**config.mk**
```make
export PLATFORM = sky130hd
export DESIGN_NAME = gs_window_ctrl_flat
export DESIGN_NICKNAME = d
export VERILOG_FILES = /design/src/rtl/gs_window_ctrl_if.sv /design/src/rtl/gs_window_ctrl.sv /design/src/flat_wrapper.sv
export SDC_FILE = /design/constraint.sdc
export NUM_CORES = 1
export LEC_CHECK = 0
export CORE_MARGIN = 1.5
export CORE_UTILIZATION = 54
export CTS_BUF_LIST = sky130_fd_sc_hd__clkbuf_16
export DETAILED_ROUTE_END_ITERATION = 8
export GPL_TIMING_DRIVEN = 0
export PLACE_DENSITY = 0.75
export SYNTH_ARGS = -nofsm -noshare
export SYNTH_HDL_FRONTEND = slang
export SYNTH_SLANG_ARGS = --single-unit
```
**constraint.sdc**
```tcl
create_clock -name clk -period 2.9 [get_ports clk]
set_input_delay 0.58 -clock clk [delete_from_list [all_inputs] [get_ports clk]]
set_output_delay 0.58 -clock clk [all_outputs]
set_load 0.01 [all_outputs]
```
**src/rtl/gs_window_ctrl_if.sv**
```systemverilog
// Pixel-stream control / window-strobe bundle between the camera pipeline
// source, the 2x2 greyscale window sequencer and the frame-buffer writer.
// Optional macro GS_FRAME_CNT_EN adds the 16-bit completed-frame counter.
interface gs_window_ctrl_if #(
    parameter int CW = 12
) ();
    logic          sof;
    logic          pix_valid;
    logic          err_clr;
    logic          gs_valid;
    logic [CW-2:0] gs_x;
    logic [CW-2:0] gs_y;
    logic          frame_done;
    logic          busy;
    logic [1:0]    err;
`ifdef GS_FRAME_CNT_EN
    logic [15:0]   frame_cnt;
`endif

    modport master (
        output sof, pix_valid, err_clr,
        input  gs_valid, gs_x, gs_y, frame_done, busy, err
`ifdef GS_FRAME_CNT_EN
        , input frame_cnt
`endif
    );

    modport slave (
        input  sof, pix_valid, err_clr,
        output gs_valid, gs_x, gs_y, frame_done, busy, err
`ifdef GS_FRAME_CNT_EN
        , output frame_cnt
`endif
    );
endinterface

```
**src/rtl/gs_window_ctrl.sv**
```systemverilog
// Sequencer for the 2x2 greyscale averaging datapath: tracks column/row of
// the incoming pixel stream, strobes gs_valid with half-resolution
// coordinates when the datapath holds an aligned 2x2 window, and flags
// broken pixel pairs and mid-frame restarts.
// Optional macro GS_FRAME_CNT_EN adds frame_cnt (completed frames, wraps).
//
// state      | meaning
// -----------+--------------------------------------------------------
// S_IDLE     | waiting for sof; pix_valid ignored
// S_EVEN_ROW | line-buffer fill row, no windows produced
// S_ODD_ROW  | window-producing row, even/odd pixel pairs must be adjacent
// S_DONE     | one cycle, frame_done asserted, then back to S_IDLE
module gs_window_ctrl #(
    parameter int IMG_W = 640,
    parameter int IMG_H = 480,
    parameter int CW    = 12
) (
    input  logic            clk,
    input  logic            rst_n,
    gs_window_ctrl_if.slave bus
);

    typedef enum logic [1:0] {
        S_IDLE     = 2'd0,
        S_EVEN_ROW = 2'd1,
        S_ODD_ROW  = 2'd2,
        S_DONE     = 2'd3
    } state_t;

    localparam logic [CW-1:0] LP_COL_LAST = CW'(IMG_W - 1);
    localparam logic [CW-1:0] LP_ROW_LAST = CW'(IMG_H - 1);

    state_t        r_state;
    state_t        w_state_nxt;
    logic [CW-1:0] r_col;
    logic [CW-1:0] r_row;
    logic [CW-1:0] w_col_nxt;
    logic [CW-1:0] w_row_nxt;
    logic          r_even_acc;
    logic          w_even_nxt;
    logic          w_win;
    logic          w_pair_brk;
    logic          w_sof_err;
    logic          w_in_frame;
    logic          r_gs_valid;
    logic [CW-2:0] r_gs_x;
    logic [CW-2:0] r_gs_y;
    logic [1:0]    r_err;

    assign w_in_frame = (r_state == S_EVEN_ROW) || (r_state == S_ODD_ROW);

    // Next-state, counter advance and window / defect detection.
    always_comb begin
        w_state_nxt = r_state;
        w_col_nxt   = r_col;
        w_row_nxt   = r_row;
        w_even_nxt  = 1'b0;
        w_win       = 1'b0;
        w_pair_brk  = 1'b0;
        w_sof_err   = 1'b0;

        // The datapath shifts every clock, so a missing odd partner right
        // after an even pixel corrupts that window even if sof intervenes.
        if (r_even_acc && !bus.pix_valid) begin
            w_pair_brk = 1'b1;
        end

        if (bus.sof) begin
            // Restart from any state; sof in S_DONE is simply the next frame.
            w_sof_err   = w_in_frame;
            w_state_nxt = S_EVEN_ROW;
            w_row_nxt   = '0;
            w_col_nxt   = bus.pix_valid ? CW'(1) : '0;
        end else begin
            case (r_state)
                S_IDLE: begin
                    w_state_nxt = S_IDLE;
                end
                S_EVEN_ROW, S_ODD_ROW: begin
                    if (bus.pix_valid) begin
                        if (r_state == S_ODD_ROW) begin
                            w_even_nxt = ~r_col[0];
                            w_win      = r_even_acc;
                        end
                        if (r_col == LP_COL_LAST) begin
                            w_col_nxt = '0;
                            if (r_row == LP_ROW_LAST) begin
                                w_row_nxt   = '0;
                                w_state_nxt = S_DONE;
                            end else begin
                                w_row_nxt   = r_row + CW'(1);
                                w_state_nxt = (r_state == S_EVEN_ROW) ? S_ODD_ROW : S_EVEN_ROW;
                            end
                        end else begin
                            w_col_nxt = r_col + CW'(1);
                        end
                    end
                end
                S_DONE: begin
                    w_state_nxt = S_IDLE;
                end
                default: begin
                    w_state_nxt = S_IDLE;
                end
            endcase
        end
    end

    // FSM state register.
    always_ff @(posedge clk or negedge rst_n) begin
        if (!rst_n) begin
            r_state <= S_IDLE;
        end else begin
            r_state <= w_state_nxt;
        end
    end

    // Position counters, pending-pair flag, registered window strobe and sticky errors.
    always_ff @(posedge clk or negedge rst_n) begin
        if (!rst_n) begin
            r_col      <= '0;
            r_row      <= '0;
            r_even_acc <= 1'b0;
            r_gs_valid <= 1'b0;
            r_gs_x     <= '0;
            r_gs_y     <= '0;
            r_err      <= 2'b00;
        end else begin
            r_col      <= w_col_nxt;
            r_row      <= w_row_nxt;
            r_even_acc <= w_even_nxt;
            r_gs_valid <= w_win;
            if (w_win) begin
                r_gs_x <= r_col[CW-1:1];
                r_gs_y <= r_row[CW-1:1];
            end
            // A new event in the clearing cycle still lands.
            r_err <= (bus.err_clr ? 2'b00 : r_err) | {w_sof_err, w_pair_brk};
        end
    end

    assign bus.gs_valid   = r_gs_valid;
    assign bus.gs_x       = r_gs_x;
    assign bus.gs_y       = r_gs_y;
    assign bus.frame_done = (r_state == S_DONE);
    assign bus.busy       = (r_state != S_IDLE);
    assign bus.err        = r_err;

`ifdef GS_FRAME_CNT_EN
    logic [15:0] r_frame_cnt;

    // Completed-frame counter; aborted frames never reach S_DONE.
    always_ff @(posedge clk or negedge rst_n) begin
        if (!rst_n) begin
            r_frame_cnt <= 16'd0;
        end else if (r_state == S_DONE) begin
            r_frame_cnt <= r_frame_cnt + 16'd1;
        end
    end

    assign bus.frame_cnt = r_frame_cnt;
`endif

endmodule

```
**src/flat_wrapper.sv**
```systemverilog
// flat-port wrapper written by rule: the top's interface ports become plain ports
module gs_window_ctrl_flat 
#(
    parameter int IMG_W = 640,
    parameter int IMG_H = 480,
    parameter int CW    = 12
)
  (clk, rst_n, bus_sof, bus_pix_valid, bus_err_clr, bus_gs_valid, bus_gs_x, bus_gs_y, bus_frame_done, bus_busy, bus_err);
  gs_window_ctrl_if #(.CW(CW)) bus_i ();
  input  logic clk;
  input  logic rst_n;
  input wire logic [$bits(bus_i.sof)-1:0] bus_sof;
  input wire logic [$bits(bus_i.pix_valid)-1:0] bus_pix_valid;
  input wire logic [$bits(bus_i.err_clr)-1:0] bus_err_clr;
  output wire logic [$bits(bus_i.gs_valid)-1:0] bus_gs_valid;
  output wire logic [$bits(bus_i.gs_x)-1:0] bus_gs_x;
  output wire logic [$bits(bus_i.gs_y)-1:0] bus_gs_y;
  output wire logic [$bits(bus_i.frame_done)-1:0] bus_frame_done;
  output wire logic [$bits(bus_i.busy)-1:0] bus_busy;
  output wire logic [$bits(bus_i.err)-1:0] bus_err;
  assign bus_i.sof = bus_sof;
  assign bus_i.pix_valid = bus_pix_valid;
  assign bus_i.err_clr = bus_err_clr;
  assign bus_gs_valid = bus_i.gs_valid;
  assign bus_gs_x = bus_i.gs_x;
  assign bus_gs_y = bus_i.gs_y;
  assign bus_frame_done = bus_i.frame_done;
  assign bus_busy = bus_i.busy;
  assign bus_err = bus_i.err;
  gs_window_ctrl #(.IMG_W(IMG_W), .IMG_H(IMG_H), .CW(CW)) u_core (.clk(clk), .rst_n(rst_n), .bus(bus_i));
endmodule
```
==> results.py, run 1 <==
metrics = {
    "status": {
        "outcome": "finished clean",
    },
    "cells_and_area": {
        "instances_no_fill": 306,
        "syn_to_final_growth_pct": 20.8,
        "drive_above_1_share": 0.138,
        "multi_input_area_um2": 1060,
        "nets": 264,
        "antenna_cells": 0,
        "postLayoutCellArea_um2": 2940,
        "nFillCells": 351,
        "post-route-util": 0.675,
        "seq_area_um2": 1300,
    },
    "global_routing": {
        "grt_max_degree": 34,
        "grt_first_pass_wirelength_mm": 8.20,
        "track_usage": 0.213,
        "antenna_found_initial": 0,
        "first_global_vias": 1749,
        "gr-total-overflow": 0,
    },
    "timing": {
        "slew_headroom": 0.580,
        "finalMaxSlewViolations": 0,
        "rsz0062_at_grt": "no",
        "min_period_ns": 2.52,
        "finClkSkew_ns": 0.00572,
        "layout_setup_ws_ns": 0.379,
        "period_share": 0.869,
        "worstMarginPinSlew_ns": 0.631,
        "hold_viol_final": 0,
        "setup-violations-final": 0,
        "clock.fmax_ghz": 0.397,
        "setup_tns_ns": 0,
    },
    "setup_path": {
        "critPathMaxFanout": 10,
        "slowest_delay_ns": 0.54,
        "r2r_setup_slack_ns": 0.38,
        "worst-setup-path-type": "register to register",
        "timing.critical_path.arrival_ns": 2.69,
        "reg2reg_depth": 6,
        "startpoint": "u_core.r_state[0]$_DFFE_PN0P_",
        "required_ns": 3.07,
        "cp_slowest_cell": "clkbuf_1",
        "endpoint": "u_core.bus.gs_x[2]$_DFFE_PN0P_",
        "endpoint_kind": "register",
        "crit_chain": "inv_1 -> ha_1 -> and2_1 -> nand4b_1 -> clkbuf_1 -> mux2_2",
        "r2r-end": "u_core.bus.gs_x[2]$_DFFE_PN0P_",
        "critPathLaunchType": "register",
        "r2r-start": "u_core.r_state[0]$_DFFE_PN0P_",
    },
    "run": {
        "cap_violations": 0,
    },
    "power": {
        "seqPwrFrac": 0.539,
        "power_leakage_nw": 1.37,
        "swShare": 0.224,
        "power_frac_comb": 0.061,
        "intPower_mw": 1.08,
        "switchingPower_uw": 312,
        "clkPwrFrac": 0.400,
        "irDropWorstVdd_uv": 325,
        "powerDensity_nw_per_um2": 474,
    },
    "detailed_routing": {
        "via_per_inst": 5.88,
        "ant_nets": 0,
        "route.detailed.drc": 0,
        "drt_iter0_drc": 91,
        "drt_wl_total_mm": 4.71,
        "first_pass_iters": 4,
        "vias": 1800,
        "wl_per_cell_um": 15.4,
    },
    "cts": {
        "clock-sinks": 52,
        "clk_pin_slew_ns": 0.06,
        "cts_tree": "done",
        "clock_latency_ns": 0.29,
        "cts_hold_buf": 0,
        "clockBufferDepth": 2,
        "htreeDepth": 2,
        "cts_resized": 0,
        "cts_setup_buffers": 0,
        "cts-root-buf": "clkbuf_16",
        "numCtsBuffers": 5,
    },
    "synth": {
        "syn-num-nets": 227,
        "netlist_area_um2": 2430,
        "synth_cells": 216,
        "avgSynthCellArea_um2": 11.3,
        "synth.top_cells.by_area": "dfrtp_1 54%, mux2_2 9.7%, and3_1 3.1%",
        "synth_top_area_cell": "dfrtp_1",
        "synthFlopType": "dfrtp_1",
        "synth_commonest_cells": "52 x dfrtp_1, 21 x mux2_2, 19 x nor2_1",
        "ys_seq_elements": 52,
        "synth-edff-count": 0,
        "synthArstFlopShare": 1.00,
        "ys_warn_count": 0,
        "ys_seq_area_frac": 0.535,
        "synth_top_area_frac": 0.535,
        "synth.most_common_cell": "dfrtp_1",
        "synth_cell_type_count": 40,
    },
    "floorplan": {
        "core_area_um2": 4350,
        "pin_count": 32,
        "die_height_um": 70.1,
        "die_area_um2": 4910,
        "rows": 24,
        "initial_utilization": 0.558,
        "die_w_um": 70.1,
    },
    "place": {
        "place_inst": 298,
        "place_ws_ns": 0.362,
        "dp_hpwl_mm": 3.27,
        "io_buffers": 29,
        "placed_cell_area_um2": 2800,
        "place_congestion": 0.810,
    },
    "min_path": {
        "hold_class": "primary input to asynchronous set/reset pin",
    },
}
how the worst min path moves through the flow:
stage                                     from                              end  depth (start not counted)
2_1_floorplan                            rst_n      u_core.bus.err[0]$_DFF_PN0_                          0
3_3_place_gp    u_core.bus.gs_y[1]$_DFFE_PN0P_   u_core.bus.gs_y[1]$_DFFE_PN0P_                          2
3_5_place_dp   u_core.bus.gs_y[10]$_DFFE_PN0P_  u_core.bus.gs_y[10]$_DFFE_PN0P_                          2
4_1_cts                                  rst_n   u_core.bus.gs_y[9]$_DFFE_PN0P_                          1
5_1_grt                                  rst_n   u_core.bus.gs_y[9]$_DFFE_PN0P_                          1
6_report                                 rst_n   u_core.bus.gs_y[9]$_DFFE_PN0P_                          1
final cells by class:
type,instances,area share
plain buffers,9,0.0119
repair buffers,30,0.104
well taps,52,0.0221
clock buffers,5,0.0426
multi-input cells,145,0.360
flip-flops and latches,52,0.443
clock inverters,3,0.00383
inverters,10,0.0128
per-layer routing:
layer  vias up  share of wire  track usage
met5         -              0            0
met4         0         0.0059       0.0513
met3         2          0.043       0.0577
met2        47           0.46        0.327
met1       888           0.49        0.305
li1        863              -            -
state kept, by name (all words and copies together) (netlist names):
name	count
u_core.bus.gs_valid	1
u_core.bus.gs_x	11
u_core.r_row	12
u_core.bus.err	2
u_core.r_state	2
u_core.r_even_acc	1
u_core.r_col	12
u_core.bus.gs_y	11
power by group through the flow:
stage / Clock (mW) / Combinational [mW] / Sequential [mW]
2_1_floorplan: 0 / 0.0452 / 0.761
3_3_place_gp: 0 / 0.0797 / 0.763
3_5_place_dp: 0 / 0.0848 / 0.763
4_1_cts: 0.565 / 0.0856 / 0.750
5_1_grt: 0.597 / 0.0946 / 0.752
6_report: 0.556 / 0.0848 / 0.750
per-stage QoR:
| stage | hold slack [ns] | power (mW) |
|---|---|---|
| 5_1_grt | 0.274 | 1.44 |
| 3_3_place_gp | 0.474 | 0.843 |
| 6_report | 0.241 | 1.39 |
| 2_1_floorplan | 0.284 | 0.806 |
| 4_1_cts | 0.263 | 1.40 |
| 3_5_place_dp | 0.483 | 0.848 |
worst max-delay path, delay by kind of cell (launching register included):
family | cells | cell delay [ns]
adders and majority gates | 1 | 0.40
buffers and inverters | 2 | 0.63
DFF | 1 | 0.37
muxes | 1 | 0.41
and+or+nand+nor | 2 | 0.59
logic make-up (layout without fill, tap and decap cells):
kind of cell | count (synthesis) | count (layout) | share of synthesized area
simple gates | 78 | 78 | 0.177
flops | 52 | 52 | 0.535
compound gates | 30 | 30 | 0.0937
mux | 21 | 21 | 0.0973
buf+inv | 19 | 57 | 0.0299
xor+xnor | 10 | 10 | 0.0360
fa+ha+maj | 6 | 6 | 0.0309
cell usage in the layout (no fill, tap or decap), types with 2 or more instances in the layout:
master           synthesis  routed
a21oi_1                  4       4
buf_2                    1       2
a31o_2                   2       2
mux2_2                  21      21
nand3_1                  8       8
a211oi_1                 2       2
nor3_1                   2       2
and2_1                   2       2
nand2_1                 12      12
a22o_1                   2       2
xnor2_1                  8       8
ha_1                     6       6
a31oi_1                  2       2
and3_1                  12      12
clkbuf_16                0       5
dfrtp_1                 52      52
a221o_1                  7       7
o21ai_0                  4       4
xor2_1                   2       2
nor4_1                   5       5
and4_1                   2       2
nand4_1                  6       6
nor4b_1                  2       2
clkbuf_1                 8       8
inv_1                   10      12
clkdlybuf4s50_1          0      28
nor2_1                  19      19
Power figures use the tool's default switching activity.
==> run 2: changes to the inputs <==
- CTS_BUF_LIST: sky130_fd_sc_hd__clkbuf_16 -> unset
==> run 2 against run 1 <==
Against the previous run: non-clock buffer count did not move; setup slack improved by 0.0060 ns; count of clock-buffer cells in the layout rose by 3; core utilization fell by 1.1 points; wire length fell by 1.2%; sequential cell count did not move; clock skew barely moved; via count fell by 0.39%; worst hold slack got worse by 0.024 ns; critical endpoint unchanged.
==> results.py, run 2 (synthesized netlist as in run 1, its figures left out) <==
metrics = {
    "status": {
        "outcome": "finished clean",
    },
    "setup_path": {
        "critPathLaunchType": "register",
        "slowest_delay_ns": 0.54,
        "critPathBufInv": 2,
        "timing.critical_path.arrival_ns": 2.71,
        "cp_slowest_cell": "clkbuf_1",
        "critPathMaxFanout": 10,
        "endpoint_kind": "register",
        "required_ns": 3.09,
        "worst-setup-path-type": "register to register",
        "crit_chain": "inv_1 -> ha_1 -> and2_1 -> nand4b_1 -> clkbuf_1 -> mux2_2",
        "crit_family": "buffers and inverters",
    },
    "global_routing": {
        "grt_first_pass_wirelength_mm": 8.12,
        "gr-total-overflow": 0,
        "antenna_found_initial": 0,
        "first_global_vias": 1745,
        "track_usage": 0.211,
        "grt_max_degree": 34,
    },
    "floorplan": {
        "pin_count": 32,
        "die_height_um": 70.1,
        "rows": 24,
        "die_area_um2": 4910,
        "core_area_um2": 4350,
        "initial_utilization": 0.558,
        "die_w_um": 70.1,
    },
    "power": {
        "swShare": 0.235,
        "irDropWorstVdd_uv": 294,
        "clkPwrFrac": 0.338,
        "power_mw": 1.26,
        "seqPwrFrac": 0.595,
        "intPower_uw": 963,
        "power_leakage_nw": 1.34,
        "power_frac_comb": 0.067,
        "switchingPower_uw": 296,
        "powerDensity_nw_per_um2": 435,
    },
    "cts": {
        "cts_setup_buffers": 0,
        "cts_resized": 0,
        "htreeDepth": 2,
        "clockBufferDepth": 2,
        "clk_pin_slew_ns": 0.09,
        "clock-sinks": 52,
        "cts_tree": "done",
        "cts_hold_buf": 0,
        "numCtsBuffers": 5,
        "cts-root-buf": "clkbuf_8",
        "clock_latency_ns": 0.31,
    },
    "detailed_routing": {
        "drt_iter0_drc": 48,
        "route.detailed.drc": 0,
        "wl_per_cell_um": 15.2,
        "via_per_inst": 5.86,
        "vias": 1793,
        "ant_nets": 0,
        "drt_wl_total_mm": 4.65,
        "first_pass_iters": 4,
    },
    "timing": {
        "setup-violations-final": 0,
        "period_share": 0.867,
        "finClkSkew_ns": 0.00557,
        "hold_viol_final": 0,
        "min_period_ns": 2.52,
        "layout_setup_ws_ns": 0.385,
        "finalMaxSlewViolations": 0,
        "slew_headroom": 0.578,
        "setup_tns_ns": 0,
        "hold_slack_ns": 0.217,
        "rsz0062_at_grt": "no",
        "worstMarginPinSlew_ns": 0.633,
        "clock.fmax_ghz": 0.398,
    },
    "place": {
        "place_congestion": 0.810,
        "dp_hpwl_mm": 3.27,
        "io_buffers": 29,
        "placed_cell_area_um2": 2800,
        "place_ws_ns": 0.362,
        "place_inst": 298,
    },
    "cells_and_area": {
        "drive_above_1_share": 0.142,
        "nFillCells": 359,
        "reg_top3": "u_core.r_col (12), u_core.r_row (12)",
        "post-route-util": 0.664,
        "instances_no_fill": 306,
        "final_common_cell": "dfrtp_1",
        "antenna_cells": 0,
        "nets": 264,
        "postLayoutCellArea_um2": 2890,
        "syn_to_final_growth_pct": 18.9,
        "most-common-layout-cells": "52 x dfrtp_1, 28 x clkdlybuf4s50_1, 21 x mux2_2",
    },
    "min_path": {
        "hold_class": "primary input to asynchronous set/reset pin",
    },
    "run": {
        "cap_violations": 0,
    },
}
## run 2: cell type report
cell class | count | area [µm²] | share of cell area
Timing Repair Buffer | 30 | 305 | 0.106
Inverter | 10 | 37.5 | 0.0130
Multi-Input combinational cell | 145 | 1060 | 0.366
Tap cell | 52 | 65.1 | 0.0225
Sequential cell | 52 | 1300 | 0.450
Clock buffer | 8 | 90.1 | 0.0312
Buffer | 9 | 35.0 | 0.0121
## run 2: worst paths after layout
kind	cells past startpoint	slack [ns]	start	to
setup / recovery	6	0.38	u_core.r_state[0]$_DFFE_PN0P_	u_core.bus.gs_x[2]$_DFFE_PN0P_
hold / removal	1	0.22	rst_n	u_core.bus.gs_y[9]$_DFFE_PN0P_
setup reg to reg	6	0.38	u_core.r_state[0]$_DFFE_PN0P_	u_core.bus.gs_x[2]$_DFFE_PN0P_
hold reg to reg	2	0.50	u_core.bus.gs_y[10]$_DFFE_PN0P_	u_core.bus.gs_y[10]$_DFFE_PN0P_
max in group asynchronous	2	2.15	rst_n	u_core.r_col[3]$_DFFE_PN0P_
min in group clk	2	0.50	u_core.bus.gs_y[10]$_DFFE_PN0P_	u_core.bus.gs_y[10]$_DFFE_PN0P_
## run 2: power by group through the flow
stage	Sequential, mW	Clock (mW)	Combinational [mW]
3_3_place_gp	0.763	0	0.0797
6_report	0.749	0.425	0.0846
2_1_floorplan	0.761	0	0.0452
3_5_place_dp	0.763	0	0.0848
4_1_cts	0.749	0.436	0.0856
5_1_grt	0.752	0.465	0.0948
## run 2: metal layers
layer / global-route usage / part of all wire
met1: 0.308 / 0.49
met2: 0.317 / 0.46
met3: 0.0577 / 0.042
met4: 0.0513 / 0.0090
met5: 0 / 0
==> edit 1 (flow settings as in run 1) <==
`CW` is set to 12 in 3 places; all go to 11.
--- a/src/rtl/gs_window_ctrl_if.sv
+++ b/src/rtl/gs_window_ctrl_if.sv
@@ -3,5 +3,5 @@
 // Optional macro GS_FRAME_CNT_EN adds the 16-bit completed-frame counter.
 interface gs_window_ctrl_if #(
-    parameter int CW = 12
+    parameter int CW = 11
 ) ();
     logic          sof;
--- a/src/rtl/gs_window_ctrl.sv
+++ b/src/rtl/gs_window_ctrl.sv
@@ -14,5 +14,5 @@
     parameter int IMG_W = 640,
     parameter int IMG_H = 480,
-    parameter int CW    = 12
+    parameter int CW    = 11
 ) (
     input  logic            clk,
--- a/src/flat_wrapper.sv
+++ b/src/flat_wrapper.sv
@@ -4,5 +4,5 @@
     parameter int IMG_W = 640,
     parameter int IMG_H = 480,
-    parameter int CW    = 12
+    parameter int CW    = 11
 )
   (clk, rst_n, bus_sof, bus_pix_valid, bus_err_clr, bus_gs_valid, bus_gs_x, bus_gs_y, bus_frame_done, bus_busy, bus_err);
Ports: changed (resized bus_gs_x and bus_gs_y); port bits go from 32 to 30. No check against the original RTL was run, so the function may have changed too.
==> edit 1 against run 1 <==
  * Via count decreased by 5.9%
  * Critical endpoint is now u_core.bus.gs_y[2]$_DFFE_PN0P_
  * Cell area down 5.2%
  * Count of clock-buffer cells in the layout did not move
  * Worst setup slack improved by 0.076 ns
  * Final cell count is 6.2% lower
  * Wire length fell by 1.9%
  * Sequential cell count shrank 4
  * Maximum frequency rose by 3.1%
  * Synthesized area shrank 7.5%
  * Total power grew 0.90%
==> edit 1: results (changes against run 1) <==
[route]
via_per_inst=5.899  ; +0.28%
routedWlPerCell_um=16.10  ; +4.6%
met3WireLength_um=203  ; +0.50%
first_pass_iters=4  ; unchanged
top_layer_used=met4
wl_met1_um=1966  ; -15%
route.met2.wl_um=2440  ; +13%
first_iter_violations=161  ; +77%

[critical_path]
cp_max_fo=10  ; unchanged
rr_worst_depth=6  ; unchanged
r2r_setup_slack_ns=0.51  ; +0.13 ns
timing.rr.end=u_core.bus.gs_y[2]$_DFFE_PN0P_
cp.arrival_ns=2.61  ; -0.08 ns
crit_path_end=u_core.bus.gs_y[2]$_DFFE_PN0P_
critPathLaunch=bus_sof
cpPeakStageDelay_ns=0.64  ; +0.10 ns
critPathSlowestCell=clkdlybuf4s50_1
reg2reg_from=u_core.r_state[0]$_DFFE_PN0P_

[synth]
yosysSeqAreaShare_pct=53.42  ; -0.10 points
synthTopCellsByArea=dfrtp_1 53%, mux2_2 9.5%, o31ai_1 3.7%
yosys-top-cells-count=48 x dfrtp_1, 19 x mux2_2, 18 x nand2_1
synth_nets=210  ; -7.5%
yosysWarningCount=0  ; unchanged
ys_types=42  ; +5.0%

[status]
outcome=complete, no violations

[clock_network]
cts_resized=0  ; unchanged
clkTransAtPathRegs_ns=0.07
post_cts_buffers=0  ; unchanged
htree_levels=2  ; unchanged
ctsRootBufferMaster=clkbuf_16

[layout]
nFillCells=285  ; -19%
n_antenna_cell=0  ; unchanged
drive_gt1_share_pct=13.08  ; -0.70 points
reg.largest.list=u_core.r_col (11), u_core.r_row (11)
finalNetCount=247  ; -6.4%

[hold_path]
hold_class=input pin to async pin

[sta]
finalClockSkew_ns=0.007850  ; +0.002133 ns
fin_ws_ns=0.4548  ; +0.07605 ns
slew-limit-headroom_pct=56.11  ; -1.8 points

[grt]
grtUsageMet1_pct=26.48  ; -4.0 points
grt_pass1_wl_um=7527  ; -8.2%
grt_use_met2_pct=39.58  ; +6.9 points
grtUsageTotal_pct=22.27  ; +0.97 points
grt_max_degree=33  ; -2.9%
grt_pass1_vias=1632  ; -6.7%
antenna_found_initial=0  ; unchanged
use_met3_pct=5.500  ; -0.27 points

[place]
place.gp.congestion=0.8983  ; +11%
place_ws_ns=0.1376  ; -0.2245 ns
hpwl_um=3304  ; +0.97%

[power]
leakagePower_uw=0.001270  ; -7.3%
ir_drop_v=0.0003142  ; -3.4%

[edit 1: cell count changes after synthesis, moves of 4 or more]
cell	before	now
and3_1	12	4
nand3_1	8	4
a221o_1	7	0
dfrtp_1	52	48
clkbuf_1	8	3
xnor2_1	8	2
o31ai_1	1	11
nor2_1	19	9
a32oi_1	0	4
nand2_1	12	18
o211ai_1	0	5
[edit 1: critical path: cells and delay by family]
family	cells	cell delay (ns)
AND/OR/NAND/NOR	2	0.44
multiplexers	1	0.41
buffers and inverters	2	1.18
[edit 1: stage by stage]
stage	instance area (um^2)	utilization, %	std cells	hold WS, ns
finish	2784	69.60	287	0.2084
global route	2784	69.60	287	0.2275
global placement	2601	65.03	278	0.4716
CTS	2784	69.60	287	0.2194
detailed placement	2616	65.41	279	0.4721
floorplan	2248	-	199	0.2844
[edit 1: cell families (layout without fill, tap and decap cells)]
| family | count (synthesis) | count (layout) | share of synthesized area [%] |
|---|---|---|---|
| and+or+nand+nor | 66 | 66 | 16.25 |
| DFF | 48 | 48 | 53.42 |
| AOI/OAI and AO/OA | 33 | 33 | 10.80 |
| muxes | 21 | 21 | 10.41 |
| buffers and inverters | 18 | 56 | 3.060 |
| xor gates and xnor gates | 7 | 7 | 2.727 |
| adders and majority gates | 6 | 6 | 3.339 |
[edit 1: area by class of cell]
type / count / share of cell area (%)
plain buffers: 6 / 0.8539
clock buffers: 5 / 4.494
clock inverters: 3 / 1.528
inverters: 12 / 1.618
multi-input cells: 133 / 35.15
flip-flops and latches: 48 / 43.15
well taps: 50 / 2.247
repair buffers: 30 / 10.97
[edit 1: report_power, final]
part           internal, uW  total, uW  switching (uW)
Combinational          26.3       71.2            45.0
Clock                   405        649             244
Sequential              676        683            7.26
Total                  1110       1400             296
==> edit 2 (settings of run 1) <==
Without the edit above. Re-encode `state_t` (4 states) as Gray code, 2 bits wide.
--- a/src/rtl/gs_window_ctrl.sv
+++ b/src/rtl/gs_window_ctrl.sv
@@ -22,8 +22,8 @@
 
     typedef enum logic [1:0] {
-        S_IDLE     = 2'd0,
-        S_EVEN_ROW = 2'd1,
-        S_ODD_ROW  = 2'd2,
-        S_DONE     = 2'd3
+        S_IDLE     = 2'b00,
+        S_EVEN_ROW = 2'b01,
+        S_ODD_ROW  = 2'b11,
+        S_DONE     = 2'b10
     } state_t;
 
Behaviour: no difference found for any inputs over 10 cycles, from zero or initial values and one cycle with rst_n low; not proved beyond that.
==> edit 2 against run 1 <==
  * Synthesized area rose by 0.57%
  * Final cell count rose by 0.33%
  * Core utilization rose by 1.3 points
  * Sequential cell count did not move
  * Die area rose by 0.54%
  * Total power rose by 5.2%
  * First-iteration DRC count rose by 12%
  * Cell area rose by 1.9%
  * Wire length rose by 3.6%
  * Worst setup slack improved by 0.11 ns
  * Critical path type is now input pin to flip-flop
  * Largest cell class unchanged
  * Highest routed layer unchanged
==> edit 2: results (changes against run 1) <==
[place]
place_ws_ns=0.1712  ; -0.1909 ns
port_buffers=30  ; +3.4%
place.gp.congestion=0.8767  ; +8.3%
hpwl_um=3385  ; +3.4%

[sta]
slew-limit-headroom_pct=60.15  ; +2.2 points
finalClockSkew_ns=0.004272  ; -0.001444 ns

[route]
detail_route.wirelength_um=4879  ; +3.6%
first_iter_violations=102  ; +12%
met3WireLength_um=280  ; +39%
via_per_inst=5.951  ; +1.2%
route.met2.wl_um=2118  ; -2.0%

[synth]
ys_types=45  ; +13%
yosys-top-cells-count=52 x dfrtp_1, 19 x mux2_2, 14 x nor2_1
synthTopCellsByArea=dfrtp_1 53%, mux2_2 8.8%, nand3_1 2.3%
yosysSeqAreaShare_pct=53.22  ; -0.30 points
synth_nets=223  ; -1.8%

[critical_path]
cp.arrival_ns=2.59  ; -0.10 ns

[layout]
drive_gt1_share_pct=16.86  ; +3.1 points
finalNetCount=261  ; -1.1%

[grt]
grt_max_degree=29  ; -15%
grt_pass1_vias=1684  ; -3.7%
grtUsageTotal_pct=21.34  ; +0.038 points

[clock_network]
htree_levels=2  ; unchanged

[power]
swShare_pct=21.09  ; -1.3 points
ir_drop_v=0.0003256  ; about the same
leakagePower_uw=0.001354  ; -1.2%

[status]
outcome=complete, no violations

[edit 2: worst max-delay path, stage by stage]
cell,delay (ns)
clkdlybuf4s50_1,0.49
buf_2,0.21
and2_1,0.18
nand4_1,0.44
buf_2,0.39
mux2_2,0.30
[edit 2: metrics by stage]
| stage | utilization (%) | instances | hold slack (ns) | instance area [um^2] | TNS, ns |
|---|---|---|---|---|---|
| floorplan | - | 216 | 0.2844 | 2445 | 0 |
| global placement | 64.54 | 298 | 0.4603 | 2810 | -14.15 |
| detailed placement | 64.89 | 299 | 0.4701 | 2825 | 0 |
| CTS | 68.74 | 307 | 0.3034 | 2993 | 0 |
| global route | 68.74 | 307 | 0.3435 | 2993 | 0 |
| finish | 68.74 | 307 | 0.2878 | 2993 | 0 |
[edit 2: worst paths after layout]
kind	start	to	slack, ns	cells past startpoint
worst max-delay path	bus_pix_valid	u_core.bus.gs_x[0]$_DFFE_PN0P_	0.49	6
worst min-delay path	rst_n	u_core.bus.gs_x[0]$_DFFE_PN0P_	0.29	1
worst max register to register	u_core.r_col[7]$_DFFE_PN0P_	u_core.r_row[5]$_DFFE_PN0P_	0.87	4
worst min register to register	u_core.bus.gs_x[8]$_DFFE_PN0P_	u_core.bus.gs_x[8]$_DFFE_PN0P_	0.48	2
max in group asynchronous	rst_n	u_core.r_row[2]$_DFFE_PN0P_	2.07	2
min in group clk	u_core.bus.gs_x[8]$_DFFE_PN0P_	u_core.bus.gs_x[8]$_DFFE_PN0P_	0.48	2
[edit 2: power groups by stage]
stage	Sequential, uW	Combinational, uW	Clock [uW]
finish	738	55.0	670
global placement	752	53.2	0
global route	738	63.6	704
CTS	738	56.2	681
detailed placement	751	56.4	0
floorplan	750	25.2	0
[edit 2: layer usage]
layer | vias up | global-route usage (%)
met5 | - | 0
met4 | 0 | 6.410
met3 | 5 | 5.916
met2 | 56 | 30.40
met1 | 888 | 31.81
li1 | 878 | -
[edit 2: cell type report]
type	count	area (um^2)
Fill cell	329	1361
Sequential cell	52	1301
Multi-Input combinational cell	149	1081
Timing Repair Buffer	31	315.3
Clock buffer	5	125.1
Tap cell	52	65.06
Clock inverter	3	42.54
Inverter	9	33.78
Buffer	6	28.78
[edit 2: logic make-up (layout without fill, tap and decap cells)]
| logic type | count (synthesis) | in the layout | synth area share, % |
|---|---|---|---|
| buf+inv | 15 | 54 | 2.558 |
| xor+xnor | 8 | 8 | 2.866 |
| compound gates | 36 | 36 | 10.49 |
| mux | 19 | 19 | 8.751 |
| simple gates | 84 | 84 | 21.09 |
| fa+ha+maj | 2 | 2 | 1.023 |
| flops | 52 | 52 | 53.22 |
